[src/rtl/n_set_cache_tag_lookup_controller.sv]
// Tag lookup/fill controller: resolves lookups into hit, cold fill or eviction and drives the LRU policy.
// Result 2 cycles after accept (hit/cold) or 1 cycle after pol_done_i (eviction); ready_o only in IDLE.
module n_set_cache_tag_lookup_controller #(
    parameter int CACHE_BLOCK_CAPACITY = 128,
    parameter int CACHE_SET_SIZE       = 4,
    parameter int BW_TAG               = 20,
    localparam int BW_CAP   = $clog2(CACHE_BLOCK_CAPACITY),
    localparam int BW_GRP   = $clog2(CACHE_SET_SIZE),
    localparam int BW_SET   = BW_CAP - BW_GRP,
    localparam int BW_SET_P = (BW_SET > 0) ? BW_SET : 1,
    localparam int BW_GRP_P = (BW_GRP > 0) ? BW_GRP : 1,
    localparam int N_SET    = 1 << BW_SET
) (
    input  logic                clock_i,
    input  logic                reset_i,
    input  logic                req_i,
    input  logic [BW_TAG-1:0]   req_tag_i,
    input  logic [BW_SET_P-1:0] req_set_i,
    input  logic                flush_i,
    output logic                ready_o,
    output logic                valid_o,
    output logic                hit_o,
    output logic [BW_CAP-1:0]   addr_o,
    output logic                evict_o,
    output logic [BW_TAG-1:0]   evict_tag_o,
    output logic                pol_hit_o,
    output logic                pol_miss_o,
    output logic [BW_CAP-1:0]   pol_addr_o,
    input  logic                pol_done_i,
    input  logic [BW_CAP-1:0]   pol_addr_i
);

    typedef enum logic [2:0] {
        S_IDLE,
        S_LOOKUP,
        S_MISS_GUARD,
        S_MISS_WAIT,
        S_RESP
    } state_t;

    state_t state_q, state_d;

    logic [BW_TAG-1:0]         tag_mem_q [N_SET][CACHE_SET_SIZE];
    logic [CACHE_SET_SIZE-1:0] vld_q     [N_SET];

    logic [BW_TAG-1:0]   req_tag_q;
    logic [BW_SET_P-1:0] req_set_q;
    logic [BW_SET_P-1:0] set_idx;

    logic                res_hit_q, res_hit_d;
    logic                res_evict_q, res_evict_d;
    logic [BW_CAP-1:0]   res_addr_q, res_addr_d;
    logic [BW_TAG-1:0]   res_evict_tag_q, res_evict_tag_d;

    logic                accept, flush, wr_en;
    logic [BW_GRP_P-1:0] wr_grp;
    logic                hit_any, free_any;
    logic [BW_GRP_P-1:0] hit_way, free_way, pol_grp;

    function automatic logic [BW_CAP-1:0] mk_addr(input logic [BW_GRP_P-1:0] g,
                                                  input logic [BW_SET_P-1:0] s);
        logic [BW_CAP-1:0] a;
        a = BW_CAP'(g) << BW_SET;
        if (BW_SET > 0) a = a | BW_CAP'(s);
        return a;
    endfunction

    // Fully associative builds have a single set; the latched set field is meaningless there.
    assign set_idx = (N_SET == 1) ? '0 : req_set_q;
    assign pol_grp = BW_GRP_P'(pol_addr_i >> BW_SET);

    // Descending scan so the lowest-index hit/free way wins.
    always_comb begin
        hit_any  = 1'b0;
        hit_way  = '0;
        free_any = 1'b0;
        free_way = '0;
        for (int w = CACHE_SET_SIZE - 1; w >= 0; w--) begin
            if (vld_q[set_idx][w] && (tag_mem_q[set_idx][w] == req_tag_q)) begin
                hit_any = 1'b1;
                hit_way = BW_GRP_P'(w);
            end
            if (!vld_q[set_idx][w]) begin
                free_any = 1'b1;
                free_way = BW_GRP_P'(w);
            end
        end
    end

    always_comb begin
        state_d         = state_q;
        accept          = 1'b0;
        flush           = 1'b0;
        wr_en           = 1'b0;
        wr_grp          = '0;
        res_hit_d       = res_hit_q;
        res_evict_d     = res_evict_q;
        res_addr_d      = res_addr_q;
        res_evict_tag_d = res_evict_tag_q;
        ready_o         = 1'b0;
        valid_o         = 1'b0;
        hit_o           = 1'b0;
        addr_o          = '0;
        evict_o         = 1'b0;
        evict_tag_o     = '0;
        pol_hit_o       = 1'b0;
        pol_miss_o      = 1'b0;
        pol_addr_o      = '0;
        if (!reset_i) begin
            case (state_q)
                S_IDLE: begin
                    ready_o = 1'b1;
                    if (flush_i) begin
                        flush = 1'b1;
                    end else if (req_i) begin
                        accept  = 1'b1;
                        state_d = S_LOOKUP;
                    end
                end
                S_LOOKUP: begin
                    res_evict_d     = 1'b0;
                    res_evict_tag_d = '0;
                    if (hit_any) begin
                        pol_hit_o  = 1'b1;
                        pol_addr_o = mk_addr(hit_way, set_idx);
                        res_hit_d  = 1'b1;
                        res_addr_d = mk_addr(hit_way, set_idx);
                        state_d    = S_RESP;
                    end else if (free_any) begin
                        // Cold fill still pulses hit so the policy marks the new way MRU.
                        wr_en      = 1'b1;
                        wr_grp     = free_way;
                        pol_hit_o  = 1'b1;
                        pol_addr_o = mk_addr(free_way, set_idx);
                        res_hit_d  = 1'b0;
                        res_addr_d = mk_addr(free_way, set_idx);
                        state_d    = S_RESP;
                    end else begin
                        pol_miss_o = 1'b1;
                        pol_addr_o = mk_addr('0, set_idx);
                        state_d    = S_MISS_GUARD;
                    end
                end
                S_MISS_GUARD: begin
                    pol_addr_o = mk_addr('0, set_idx);
                    state_d    = S_MISS_WAIT;
                end
                S_MISS_WAIT: begin
                    pol_addr_o = mk_addr('0, set_idx);
                    if (pol_done_i) begin
                        wr_en           = 1'b1;
                        wr_grp          = pol_grp;
                        res_hit_d       = 1'b0;
                        res_evict_d     = 1'b1;
                        res_addr_d      = mk_addr(pol_grp, set_idx);
                        res_evict_tag_d = tag_mem_q[set_idx][pol_grp];
                        state_d         = S_RESP;
                    end
                end
                S_RESP: begin
                    valid_o     = 1'b1;
                    hit_o       = res_hit_q;
                    addr_o      = res_addr_q;
                    evict_o     = res_evict_q;
                    evict_tag_o = res_evict_tag_q;
                    state_d     = S_IDLE;
                end
                default: state_d = S_IDLE;
            endcase
        end
    end

    always_ff @(posedge clock_i) begin
        if (reset_i) begin
            state_q         <= S_IDLE;
            res_hit_q       <= 1'b0;
            res_evict_q     <= 1'b0;
            res_addr_q      <= '0;
            res_evict_tag_q <= '0;
            for (int s = 0; s < N_SET; s++) vld_q[s] <= '0;
        end else begin
            state_q         <= state_d;
            res_hit_q       <= res_hit_d;
            res_evict_q     <= res_evict_d;
            res_addr_q      <= res_addr_d;
            res_evict_tag_q <= res_evict_tag_d;
            if (flush) begin
                for (int s = 0; s < N_SET; s++) vld_q[s] <= '0;
            end else if (wr_en) begin
                vld_q[set_idx][wr_grp] <= 1'b1;
            end
        end
    end

    // Tag storage and request latches carry no reset; valid bits qualify them.
    always_ff @(posedge clock_i) begin
        if (accept) begin
            req_tag_q <= req_tag_i;
            req_set_q <= req_set_i;
        end
        if (wr_en) tag_mem_q[set_idx][wr_grp] <= req_tag_q;
    end

endmodule

[config.mk]
export PLATFORM = sky130hd
export DESIGN_NAME = n_set_cache_tag_lookup_controller
export DESIGN_NICKNAME = d
export VERILOG_FILES = /design/src/rtl/n_set_cache_tag_lookup_controller.sv
export SDC_FILE = /design/constraint.sdc
export NUM_CORES = 2
export LEC_CHECK = 0
export CAP_MARGIN = 20
export CORE_MARGIN = 10
export CORE_UTILIZATION = 30
export CTS_CLUSTER_DIAMETER = 80
export DETAILED_ROUTE_END_ITERATION = 7
export PLACE_DENSITY = 0.41
export SLEW_MARGIN = 20
export SYNTH_ARGS = -nofsm -noshare
export SYNTH_HDL_FRONTEND = slang
export SYNTH_SLANG_ARGS = --single-unit
[constraint.sdc]
create_clock -name clock_i -period 11.3 [get_ports clock_i]
set_input_delay 3.39 -clock clock_i [delete_from_list [all_inputs] [get_ports clock_i]]
set_output_delay 3.39 -clock clock_i [all_outputs]
set_load 0.005 [all_outputs]
==> flow_summary.rst <==
.. list-table::
   :header-rows: 1

   * - Metric
     - Value
   * - Routed via count divided by cell count
     - 5.447
   * - Max stage delay cell, worst path
     - nor2b_4
   * - Largest net degree at the start of global routing
     - 139
   * - Least-Margin Pin Slew
     - 1252 ps
   * - Minimum period implied by the final worst setup slack
     - 10,740 ps
   * - Starting density of the core
     - 0.3017
   * - Class of the tightest hold or removal check
     - register to register
   * - Most used DFF post-synth
     - edfxtp_1
   * - Worst setup timing slack at the placement stage
     - 1670 ps
   * - Reported max-cap violation count
     - 0
   * - Delay of the slowest critical-path stage
     - 890 ps
   * - Wire length after detailed routing
     - 415.4 mm
   * - Antenna violations before repair
     - 48
   * - Number of synthesized register bits
     - 2,750
   * - Final worst path period share
     - 0.9506
   * - Root buffer cell
     - clkbuf_16
   * - Detailed-routing iteration count for the pre-antenna-repair pass
     - 5
   * - Max Clock Skew
     - 54.49 ps
   * - Layout cells sized above 1
     - 0.2244
   * - Antenna-violating nets left
     - 0
   * - Leftover overflow at the end of global routing
     - 0
   * - Cell with the most instances on the worst path
     - buf_4
   * - Type of destination of the critical path
     - output pin
   * - VDD IR max
     - 0.1190 mV
   * - Number of gates given a new drive strength after cts
     - 0
   * - Hold Worst Slack
     - 449.8 ps
   * - CTS clk-pin slew, worst paths
     - 60 ps
   * - Worst-skew pair later-pin latency
     - 930 ps
   * - Leakage dissipation
     - 40.92 nW
   * - Synth area leaders
     - edfxtp_1 71%, mux4_2 9.3%, mux2i_1 4.8%
   * - Die footprint
     - 389,400 um2
   * - Unique cell type count in the Yosys netlist
     - 82
   * - Setup crit start kind
     - register
   * - Cell taking the most area after synthesis
     - edfxtp_1
   * - Share of synthesized registers carrying an async set or reset
     - 0
   * - Via count of the first global-routing pass
     - 60,420
   * - Synth-to-Final Area Change
     - 16.81%
   * - Count of buffers from port buffering
     - 71
   * - Stages on worst setup path
     - 14
   * - Fill count
     - 34,000
   * - H-tree depth
     - 5
   * - Count of final hold-check violations
     - 0
   * - Die width
     - 624.0 um
   * - Max transition margin
     - 0.1609
   * - Worst path top cell family by delay
     - simple AND/OR/NAND/NOR gates
   * - Sequential cell area fraction in the yosys report
     - 0.7393
   * - Final Net Count
     - 6,268
   * - Top cell type's share of synthesized area
     - 0.7092
   * - Total number of clock tree sinks
     - 2,750
   * - GRT Resource Usage Total
     - 0.2055
   * - Cell area power density
     - 175.5 nW/um2
   * - Setup violations, final
     - 0
   * - Critical path required time
     - 7910 ps
   * - Mean routed wirelength per cell
     - 36.77 um
   * - Register-to-register path setup slack
     - 3090 ps
   * - Maximum clock frequency
     - 93.10 MHz
   * - Drt first-iter violations
     - 7,320
   * - Most used standard cell by instance count after synthesis
     - edfxtp_1
   * - Sum of net half-perimeters after detailed placement
     - 248.7 mm
   * - Routability congestion estimate from global placement
     - 0.8853
   * - TritonCTS clock tree
     - yes
   * - Max Root-Sink Buffers
     - 4
   * - Vertical die dimension
     - 624.0 um
   * - Yosys warnings
     - 0
   * - Routed via count
     - 61,520
   * - R2R depth
     - 18
   * - Status
     - finished, final reports clean
   * - Placeable core region
     - 362,800 um2
   * - Multi-input gate area
     - 27,200 um2
   * - Cell Rows
     - 221
   * - Post-synth EDFFs
     - 2,585
   * - Top cells by instance count after synthesis
     - 2,585 x edfxtp_1, 525 x mux2i_1, 453 x mux4_2
   * - Sequential Area
     - 80,950 um2
   * - Worst Path Arrival
     - 7350 ps
   * - Total clock buffers created by CTS
     - 318
   * - Largest driver fanout on the critical path
     - 33
   * - Hold_buf cts
     - 0
   * - Number of buffer and inverter instances along the worst setup path
     - 4
   * - Buffers inserted by post-CTS timing repair
     - 0
   * - Global-route wire length before repair
     - 552.3 mm
   * - Total nets after synthesis
     - 5,941
   * - Synthesized netlist cell count
     - 5,904
   * - PnR worst setup slack
     - 558.6 ps
   * - Setup TNS Final
     - 0 ps
   * - Critical path class
     - register to output pin
   * - Max-slew violation total from the final report
     - 0
   * - Top-Level Pins
     - 77
   * - Setup repair after global routing missed its margin
     - false
   * - Remaining DRCs
     - 0
   * - Sequence of cells on the critical path
     - nor2b_4 > buf_4 > a22oi_1 > o21ai_0 > o21ai_0 > or3_1 > a2111oi_0 > nand4_1 > nor4_2 > buf_4 > a21oi_1 > nor4_2 > buf_4 > clkdlybuf4s50_1
   * - Post-Syn Area per Cell
     - 18.54 um2
   * - Mapped cell area
     - 109,500 um2
   * - Destination of the worst register-to-register timing path
     - tag_mem_q[30][53]
   * - End-of-flow core utilization
     - 0.3524
   * - Launch point of the worst hold path
     - vld_q[30][2]
   * - Last element of the critical path
     - pol_addr_o[5]
[flip-flops by register name, summed over array words and instances, names as in the netlist, named ones only]
name             flops
req_set_q            5
req_tag_q           20
res_addr_q           7
res_evict_q          1
res_evict_tag_q     20
res_hit_q            1
state_q              3
tag_mem_q         2560
vld_q              128
[worst register-to-register path: stages (launching register included)]
cell and delay (ps):
dfxtp_4 900, buf_4 460, nor2b_4 210, buf_4 560, a22oi_1 340, nand3_1 230, nand4_1 670, xor2_1 400
a2111oi_0 550, nand3_1 230, o31ai_2 490, nor3_2 160, nor4b_4 170, buf_4 330, o21ai_4 650, buf_4 560
buf_4 450, nor3_2 110, buf_4 350
[routing by layer]
| layer | part of all wire | wire [um] | up-vias | track usage |
|---|---|---|---|---|
| met1 | 0.44 | 182700 | 33660 | 0.2869 |
| met4 | 0.040 | 16710 | 16 | 0.07273 |
| li1 | - | - | 24800 | - |
| met3 | 0.061 | 25440 | 646 | 0.03396 |
| met2 | 0.46 | 190400 | 2394 | 0.3244 |
| met5 | 0.00026 | 106 | - | 0 |
[how the worst min path moves through the flow]
stage / end / slack (ps) / cells past startpoint
floorplan: vld_q[14][0] / 420 / 2
global placement: vld_q[1][0] / 430 / 2
detailed placement: vld_q[28][2] / 440 / 2
CTS: vld_q[28][2] / 450 / 2
global route: vld_q[21][2] / 460 / 1
finish: vld_q[30][2] / 450 / 2
[cells in the final DEF (no fill, tap or decap), types with 54 or more instances in the layout]
cell type and n:
nand2_1 263, mux4_2 453, a22oi_1 214, a21oi_1 84
and2_1 54, o21ai_0 70, clkbuf_16 327, clkinv_1 75
nand3_1 100, buf_4 292, clkdlybuf4s50_1 68, o22ai_1 69
nor2_1 132, mux2i_1 524, dfxtp_1 160, nor3_2 71
edfxtp_1 2585, clkbuf_1 79
[area by class of cell]
| type | count | share of cell area |
|---|---|---|
| clock inverters | 161 | 0.01105 |
| clock buffers | 413 | 0.06707 |
| inverters | 25 | 0.0007633 |
| diodes | 16 | 0.0003131 |
| repair buffers | 398 | 0.02812 |
| flip-flops and latches | 2750 | 0.6331 |
| multi-input cells | 2738 | 0.2127 |
| well taps | 4794 | 0.04691 |
[kinds of logic (layout without fill, tap and decap cells)]
family / count (synthesis) / after routing / synth area share
XOR/XNOR: 74 / 74 / 0.005921
AO/OA/AOI/OAI: 740 / 740 / 0.04806
flip-flops: 2750 / 2750 / 0.7393
other: 0 / 16 / 0
multiplexers: 1024 / 1024 / 0.1459
buffers and inverters: 416 / 997 / 0.01992
AND/OR/NAND/NOR: 900 / 900 / 0.04081
[where the power goes]
group,switching [mW],total (mW),internal (mW)
clock network,4.20,10.0,5.81
logic,0.923,1.34,0.418
registers,0.0266,11.1,11.1
total,5.15,22.4,17.3
[through the flow]
step / total power [mW] / std cells / area, um2
after CTS: 22.66 / 11280 / 127800
after global routing: 23.08 / 11280 / 127800
after global placement: 12.63 / 10700 / 117800
after floorplan: 12.00 / 5904 / 109500
after detailed placement: 12.64 / 10710 / 117800
final: 22.45 / 11300 / 127900
Power figures use the tool's default switching activity.
